<file path="src/rtl/mmio_port_bridge_pkg.sv">
// Shared definitions for the MMIO port bridge: register map, STATUS layout,
// default I/O window base.
package mmio_port_bridge_pkg;

   localparam logic [31:0] IO_BASE_DEF = 32'hFFFF_0000;

   typedef enum logic [1:0] {
      REG_PORTOUT = 2'd0,
      REG_PORTIN  = 2'd1,
      REG_STATUS  = 2'd2,
      REG_TXDATA  = 2'd3
   } io_reg_e;

   localparam int ST_CHG   = 0;
   localparam int ST_FULL  = 1;
   localparam int ST_EMPTY = 2;
   localparam int ST_OVF   = 3;
   localparam int ST_CNT   = 8;

   function automatic logic [31:0] status_word(
      input logic [7:0] cnt,
      input logic       ovf,
      input logic       empty,
      input logic       full,
      input logic       chg
   );
      return {16'b0, cnt, 4'b0, ovf, empty, full, chg};
   endfunction

endpackage

</file>
<file path="src/rtl/mmio_port_bridge_sync_fifo.sv">
// Byte FIFO with extra-MSB pointers; head is masked to zero while empty.
module sync_fifo #(
   parameter int WIDTH = 8,
   parameter int DEPTH = 4
) (
   input  logic                   clk,
   input  logic                   rst_n,
   input  logic                   push_i,
   input  logic [WIDTH-1:0]       din_i,
   input  logic                   pop_i,
   output logic [WIDTH-1:0]       dout_o,
   output logic                   full_o,
   output logic                   empty_o,
   output logic [$clog2(DEPTH):0] count_o
);

   localparam int AW = $clog2(DEPTH);

   logic [AW:0]      wptr_q, wptr_d;
   logic [AW:0]      rptr_q, rptr_d;
   logic [WIDTH-1:0] mem_q [DEPTH];
   logic             pop_ok;
   logic             push_ok;

   assign count_o = wptr_q - rptr_q;
   assign empty_o = (wptr_q == rptr_q);
   assign full_o  = (count_o == (AW+1)'(DEPTH));
   assign pop_ok  = pop_i & ~empty_o;
   // A simultaneous pop frees the slot, so a full FIFO still accepts.
   assign push_ok = push_i & (~full_o | pop_ok);
   assign dout_o  = empty_o ? '0 : mem_q[rptr_q[AW-1:0]];

   always_comb begin
      wptr_d = wptr_q;
      rptr_d = rptr_q;
      if (push_ok) wptr_d = wptr_q + 1'b1;
      if (pop_ok)  rptr_d = rptr_q + 1'b1;
   end

   always_ff @(posedge clk or negedge rst_n) begin
      if (!rst_n) begin
         wptr_q <= '0;
         rptr_q <= '0;
      end else begin
         wptr_q <= wptr_d;
         rptr_q <= rptr_d;
      end
   end

   always_ff @(posedge clk) begin
      if (push_ok) mem_q[wptr_q[AW-1:0]] <= din_i;
   end

endmodule

</file>
<file path="src/rtl/mmio_port_bridge.sv">
// Steers loads/stores between DataMemory and four I/O registers:
// PortOut, synchronised PortIn, read-to-clear STATUS, TX byte FIFO.
module mmio_port_bridge
   import mmio_port_bridge_pkg::*;
#(
   parameter logic [31:0] IO_BASE     = IO_BASE_DEF,
   parameter int          TX_DEPTH    = 4,
   parameter int          SYNC_STAGES = 2
) (
   input  logic        clk,
   input  logic        reset,
   input  logic [31:0] Address,
   input  logic [31:0] WriteData,
   input  logic        MemWrite,
   input  logic        MemRead,
   input  logic [31:0] DM_ReadData,
   output logic        DM_MemWrite,
   output logic        DM_MemRead,
   output logic [31:0] ReadData,
   input  logic [7:0]  PortIn,
   output logic [31:0] PortOut,
   output logic [7:0]  TxData,
   output logic        TxValid,
   input  logic        TxReady
);

   localparam int CW = $clog2(TX_DEPTH) + 1;

   logic                           io_sel;
   io_reg_e                        idx;
   logic                           wr_io;
   logic                           rd_io;
   logic [31:0]                    portout_q, portout_d;
   logic [SYNC_STAGES-1:0][7:0]    sync_q;
   logic [7:0]                     pin_sync;
   logic                           chg_q, chg_d;
   logic                           ovf_q, ovf_d;
   logic                           chg_set;
   logic                           ovf_set;
   logic                           stat_clr;
   logic                           tx_push;
   logic                           tx_pop;
   logic                           tx_full;
   logic                           tx_empty;
   logic [CW-1:0]                  tx_count;
   logic [31:0]                    io_rdata;
   logic                           unused_addr;

   assign io_sel      = (Address[31:4] == IO_BASE[31:4]);
   assign idx         = io_reg_e'(Address[3:2]);
   assign unused_addr = ^Address[1:0];
   assign wr_io       = MemWrite & io_sel;
   assign rd_io       = MemRead & io_sel;
   assign DM_MemWrite = MemWrite & ~io_sel;
   assign DM_MemRead  = MemRead & ~io_sel;

   assign pin_sync = sync_q[SYNC_STAGES-1];
   assign chg_set  = (sync_q[SYNC_STAGES-2] != pin_sync);
   assign stat_clr = rd_io & (idx == REG_STATUS);
   assign tx_push  = wr_io & (idx == REG_TXDATA);
   assign tx_pop   = TxValid & TxReady;
   assign ovf_set  = tx_push & tx_full & ~tx_pop;
   assign TxValid  = ~tx_empty;
   assign PortOut  = portout_q;

   sync_fifo #(
      .WIDTH (8),
      .DEPTH (TX_DEPTH)
   ) u_tx_fifo (
      .clk     (clk),
      .rst_n   (reset),
      .push_i  (tx_push),
      .din_i   (WriteData[7:0]),
      .pop_i   (tx_pop),
      .dout_o  (TxData),
      .full_o  (tx_full),
      .empty_o (tx_empty),
      .count_o (tx_count)
   );

   // Clear first so a same-edge set wins.
   always_comb begin
      portout_d = portout_q;
      chg_d     = chg_q;
      ovf_d     = ovf_q;
      if (wr_io && idx == REG_PORTOUT) portout_d = WriteData;
      if (stat_clr) begin
         chg_d = 1'b0;
         ovf_d = 1'b0;
      end
      if (chg_set) chg_d = 1'b1;
      if (ovf_set) ovf_d = 1'b1;
   end

   always_ff @(posedge clk or negedge reset) begin
      if (!reset) begin
         portout_q <= '0;
         sync_q    <= '0;
         chg_q     <= 1'b0;
         ovf_q     <= 1'b0;
      end else begin
         portout_q <= portout_d;
         sync_q    <= {sync_q[SYNC_STAGES-2:0], PortIn};
         chg_q     <= chg_d;
         ovf_q     <= ovf_d;
      end
   end

   always_comb begin
      io_rdata = '0;
      unique case (idx)
         REG_PORTOUT: io_rdata = portout_q;
         REG_PORTIN:  io_rdata = {24'b0, pin_sync};
         REG_STATUS:  io_rdata = status_word(8'(tx_count), ovf_q,
                                             tx_empty, tx_full, chg_q);
         REG_TXDATA:  io_rdata = '0;
      endcase
   end

   assign ReadData = io_sel ? io_rdata : DM_ReadData;

endmodule

</file>
<file path="config.mk">
export PLATFORM = sky130hd
export DESIGN_NAME = mmio_port_bridge
export DESIGN_NICKNAME = d
export VERILOG_FILES = /design/src/rtl/mmio_port_bridge_pkg.sv /design/src/rtl/mmio_port_bridge_sync_fifo.sv /design/src/rtl/mmio_port_bridge.sv
export SDC_FILE = /design/constraint.sdc
export NUM_CORES = 1
export LEC_CHECK = 0
export ABC_AREA = 1
export CAP_MARGIN = 20
export CORE_ASPECT_RATIO = 0.8
export CORE_MARGIN = 2
export CORE_UTILIZATION = 30
export CTS_BUF_LIST = sky130_fd_sc_hd__clkbuf_4 sky130_fd_sc_hd__clkbuf_8
export DETAILED_ROUTE_END_ITERATION = 10
export SYNTH_ARGS = -nofsm -noshare
export SYNTH_HDL_FRONTEND = slang
export SYNTH_SLANG_ARGS = --single-unit
</file>
<file path="constraint.sdc">
create_clock -name clk -period 3.3 [get_ports clk]
set_input_delay 0.495 -clock clk [delete_from_list [all_inputs] [get_ports clk]]
set_output_delay 0.495 -clock clk [all_outputs]
set_load 0.05 [all_outputs]
</file>
Yosys cells after proc, flatten, opt, wreduce, memory -nomap -nowiden. Memory sizes are Yosys's and may differ from the RTL's. Cells that the tools add are included. Widths: inputs -> output; s select.

Bits in registers: 56. Latch bits: 0. Bits in writable memories: 32. Bits in read-only memories: 0. Bits of input ports: 109. Output and inout port bits: 75. Word-level logic and storage cells: 46. Memories kept: 1.

Memory list: u_tx_fifo.mem_q (words 4, bits a word 8, rd ports 1, clocked after Yosys merged registers in 0, write ports 1, RTL line mmio_port_bridge_sync_fifo.sv:21) `logic [WIDTH-1:0] mem_q [DEPTH];`.

Add/subtract/negate cells: 3. $mul: 0. Divide/modulo/power cells: 0. Order comparisons: 0. Eq/ne operators: 7. Shifts and indexed selects: 0. Mux-type cells: 8. Bitwise logic cells: 16. Reductions and logical operators: 4.

Operator list (number): $pmux 32 s4 (1); $mux 32 (1); $eq 28x28->1 const B (1); $and 1x1->1 (11); $mux 8 (1); $ne 8x8->1 (1); $add 3x1->3 const B (2); $mux 1 (5); $eq 2x2->1 const B (2); $not 1->1 (4); $reduce_bool 2->1 (2); $eq 3x3->1 (1); $eq 3x3->1 const B (1); $sub 3x3->3 (1); $eq 2x1->1 const B (1); $logic_not 2->1 (1); $logic_and 1x1->1 (1); $or 1x1->1 (1).

Depth between registers and ports, before layout.
Word-level depth: 8. Gate-level depth with buffers: 10. Gate-level depth less buffers: 10.

By module. From an unflattened synthesis, not the netlist that was laid out.

Cells, all modules: 513. Area total of the unflattened synthesis: 4388.0 um^2.

By module, submodules not included: mmio_port_bridge (instances 1, cells an instance 357, area an instance 2658.8 um^2, sequential area each 1251.2 um^2); sync_fifo (instances 1, cells an instance 156, area an instance 1729.2 um^2, sequential area each 1111.1 um^2).

Least setup slack after synthesis. Ideal clock, no wire load.

Path kind: reg2out. From: register u_tx_fifo.rptr_q[1]. To: output port TxData[0]. Data arrival time: 2274 ps. Required time: 2805 ps. Setup slack: 531 ps. Stages on the path, launching flop included: 7. Path buffers: 1. Path through: dfrtp_1 clkbuf_1 inv_2 ha_1 nand4_4 inv_1 a21oi_1.

Cells in the longest elaborated chain, start to end: 2. Elaborated cells between the ends (all ways): 3.

Ends and longest elaborated chain: start, declared (RTL line mmio_port_bridge_sync_fifo.sv:20) `logic [AW:0] rptr_q, rptr_d;`; start signal, assigned (RTL line mmio_port_bridge_sync_fifo.sv:46) `rptr_q <= rptr_d;`; $mem_v2 4x8 or $eq 3x3->1 (tied branches); $mux 8 (*) (RTL line mmio_port_bridge_sync_fifo.sv:31) `assign dout_o = empty_o ? '0 : mem_q[rptr_q[AW-1:0]];`; end, declared (RTL line mmio_port_bridge.sv:22) `output logic [7:0] TxData,`.

Every way passes the cells marked *; elsewhere a longest branch is shown, timed or not.

Worst setup path in the final report.
From: register u_tx_fifo.wptr_q[0]. To: output port TxData[5].

Cells in the longest elaborated chain, start to end: 2.

Ends and longest elaborated chain: start, declared (RTL line mmio_port_bridge_sync_fifo.sv:19) `logic [AW:0] wptr_q, wptr_d;`; start signal, assigned (RTL line mmio_port_bridge_sync_fifo.sv:45) `wptr_q <= wptr_d;`; $eq 3x3->1 (RTL line mmio_port_bridge_sync_fifo.sv:26) `assign empty_o = (wptr_q == rptr_q);`; $mux 8 (RTL line mmio_port_bridge_sync_fifo.sv:31).

No other way between the ends.

==> flow_metrics.py <==
metrics = {
    "die": {
        "width_of_the_die_um": 137,
        "ioPinCount": 184,
        "dieHeight_um": 111,
        "area_enclosed_by_the_die_boundary_mm2": 0.0152,
        "num_rows": 38,
        "initial_utilization_pct": 31.0,
        "design.core.area_mm2": 0.0137,
    },
    "logic_synthesis": {
        "synth_fp_nets": 618,
        "post_synth_inst_count": 501,
        "synth.lib_cells_used.distinct": 28,
        "synth_seq_area_share_pct": 55.4,
        "yosysWarnings": 0,
        "synth_seq_cells": 88,
        "syn-cell-area_mm2": 0.00426,
        "syn_area_per_cell_um2": 8.51,
    },
    "layout": {
        "areaGrowthSynthToFinish_pct": 52.5,
        "finalInstanceArea_mm2": 0.00650,
        "ant_diodes": 0,
        "layout-drive-gt1-share_pct": 10.6,
        "count_of_nets_after_finishing": 801,
        "instances_no_fill": 869,
    },
    "setup_path": {
        "cp.depth": 6,
        "cp_max_fo": 8,
        "crit_path_cells": "inv_1 -> ha_1 -> nand4_4 -> inv_1 -> a21oi_1 -> clkdlybuf4s50_1",
        "critical_path.endpoint_type": "primary output",
        "worst_ep_required_time_ns": 2.80,
        "worst_r2r_path_depth": 10,
        "crit_top_cell": "inv_1",
        "cell_at_the_slowest_stage_of_the_critical_path": "clkdlybuf4s50_1",
        "timing.critical_path.from_type": "flop",
        "critPathBufInv": 3,
        "critPathMaxStageDelay_ns": 0.82,
        "arrival_ns": 2.55,
        "crit_path_kind": "reg2out",
        "cp_top_family": "buffers and inverters",
    },
    "route": {
        "vias_per_cell": 4.61,
        "drtPass1Iterations": 4,
        "post_drt_wl_per_cell_um": 14.9,
        "detail-route-antenna-nets": 0,
        "drt_iter0_markers": 251,
        "num_vias": 4004,
        "dr_drc_count": 0,
        "wl_mm": 13.0,
    },
    "job": {
        "drv_cap": 0,
    },
    "global_route": {
        "grt.met1_usage_pct": 22.0,
        "grt_antenna_before_repair": 0,
        "grt.met3_usage_pct": 3.81,
        "maximum_number_of_pins_on_one_net_before_global_route_repair": 40,
        "grt_usage_pct": 17.4,
        "grt_pass1_wl_mm": 20.5,
        "first_global_vias": 3987,
        "grt_overflow": 0,
        "grtUsageMet2_pct": 29.0,
        "grt_most_used_layer": "met2",
    },
    "placed_design": {
        "finalWeightedCongestion": 0.832,
        "dp.cells": 853,
        "numPortBuffers": 181,
        "dp.final_hpwl_mm": 9.97,
        "placed_area_mm2": 0.00632,
    },
    "timing": {
        "timing.final.max_slew_violations": 0,
        "clock_skew_ns": 0.00684,
        "slew_headroom_pct": 40.8,
        "final_min_period_over_clock_period_pct": 92.4,
        "hold_viol": 0,
        "min_tclk_post_route_ns": 3.05,
        "rsz0062_at_grt": "false",
        "finalSetupViolCount": 0,
        "worst_slew_pin_slew_ns": 0.888,
        "setup_tns_ns": 0,
        "max_freq_mhz": 328,
    },
    "clocking": {
        "cts.clk_slew.worst_paths_ns": 0.09,
        "cts.root.buffer_cell": "clkbuf_8",
        "clock_tree.buffer_depth": 2,
        "cts_setup_buffers": 0,
        "postCtsResizedCells": 0,
        "cts_tree": "done",
        "clock_sinks": 88,
        "cts_max_level": 3,
        "clk_latency_ns": 0.36,
        "cts-hold-fix-buffers": 0,
        "cts-buffers-inserted": 9,
    },
    "power": {
        "power_leakage_nw": 2.92,
        "power_density_mw_per_mm2": 475,
        "worst_vdd_drop_mv": 0.328,
    },
    "min_path": {
        "hold_path_class": "in2async",
    },
    "outcome": {
        "status": "finished, final reports clean",
    },
}
==> cells in the final DEF, fill, tap and decap left out, drive strengths merged, types with 6 or more instances in the layout <==
cell type / netlist / final
xnor2: 6 / 6
edfxtp: 32 / 32
nor2: 59 / 59
ha: 7 / 7
o21ai: 21 / 21
nand2: 181 / 181
clkbuf: 7 / 10
nand3: 60 / 60
inv: 25 / 26
clkdlybuf4s50: 0 / 145
dfrtp: 56 / 56
buf: 17 / 51
a21oi: 10 / 10
==> synthesized netlist by cell type (all sizes together) <==
| master | count | area [um^2] |
|---|---|---|
| ha | 7 | 87.6 |
| a31oi | 5 | 31.3 |
| edfxtp | 32 | 961 |
| nor3 | 2 | 15.0 |
| a21oi | 10 | 50.1 |
| nand4 | 5 | 46.3 |
| clkbuf | 7 | 26.3 |
| xor2 | 3 | 26.3 |
| nand3b | 2 | 15.0 |
| xnor2 | 6 | 52.6 |
| dfrtp | 56 | 1400 |
| o211ai | 1 | 7.51 |
| buf | 17 | 108 |
| inv | 25 | 93.8 |
| nand2 | 181 | 679 |
| o21ai | 21 | 105 |
| nor2 | 59 | 224 |
| nand3 | 60 | 305 |
| fa | 1 | 20.0 |
| o22ai | 1 | 6.26 |
==> final timing paths <==
| kind | startpoint | end | slack (ns) |
|---|---|---|---|
| worst max-delay path | u_tx_fifo.wptr_q[0]$_DFFE_PN0N_ | TxData[5] | 0.25 |
| worst min-delay path | reset | sync_q[4]$_DFF_PN0_ | 0.25 |
| worst max register to register | u_tx_fifo.wptr_q[0]$_DFFE_PN0N_ | u_tx_fifo.mem_q[1][2]$_DFFE_PP_ | 0.88 |
| worst min register to register | sync_q[2]$_DFF_PN0_ | pin_sync[2]$_DFF_PN0_ | 0.40 |
| max in group asynchronous | reset | u_tx_fifo.wptr_q[2]$_DFFE_PN0N_ | 2.26 |
| min in group clk | sync_q[2]$_DFF_PN0_ | pin_sync[2]$_DFF_PN0_ | 0.40 |
==> state kept, by name (all words and copies together), names as in the netlist <==
register,cells
u_tx_fifo.mem_q,32
u_tx_fifo.wptr_q,3
u_tx_fifo.rptr_q,3
ovf_q,1
PortOut,32
sync_q,8
chg_q,1
pin_sync,8
==> power by group <==
part           internal [mW]  switching [mW]
registers               1.16          0.0217
clock network          0.285           0.399
logic                  0.459           0.761
==> final cells by class <==
type                       instances  area [um^2]
clock buffer                      10          131
clock inverter                     6         45.0
fill                            1328         7240
inverter                          25         93.8
multi-input combinational        364         1680
sequential                        88         2360
tap                              180          225
timing repair buffer             196         1960
==> kinds of logic (layout without fill, tap and decap cells) <==
group	count (synthesis)	after routing	share of synthesized area, %
and+or+nand+nor	309	309	30.2
buffers and inverters	49	237	5.34
AOI/OAI and AO/OA	38	38	4.70
adders and majority gates	8	8	2.52
DFF	88	88	55.4
xor gates and xnor gates	9	9	1.85
==> layer usage <==
metal  vias to the layer above  wire length (um)
li1                       1994                 -
met1                      1883              5550
met2                       109              6430
met3                        18               713
met4                         0               269
met5                         -                 0
==> through the flow <==
stage	util (%)	power, mW	worst slack (ns)	hold slack (ns)
after floorplan	-	1.96	0.531	0.199
after global placement	46.0	2.42	0.276	0.382
after detailed placement	46.0	2.43	0.220	0.384
after CTS	47.3	3.12	0.209	0.278
after global routing	47.3	3.26	0.0120	0.307
final	47.3	3.09	0.250	0.250
==> worst register-to-register path: stages, from the launching register on <==
cell and delay (ns):
dfrtp_1 0.40, inv_1 0.12, ha_1 0.21, fa_1 0.39, nand3b_1 0.19, nand2_1 0.07
nor2_1 0.06, nand2_1 0.17, nand3_2 0.19, nor2_1 0.12, buf_4 0.20
Note: power is estimated with default switching activity, not from simulation.
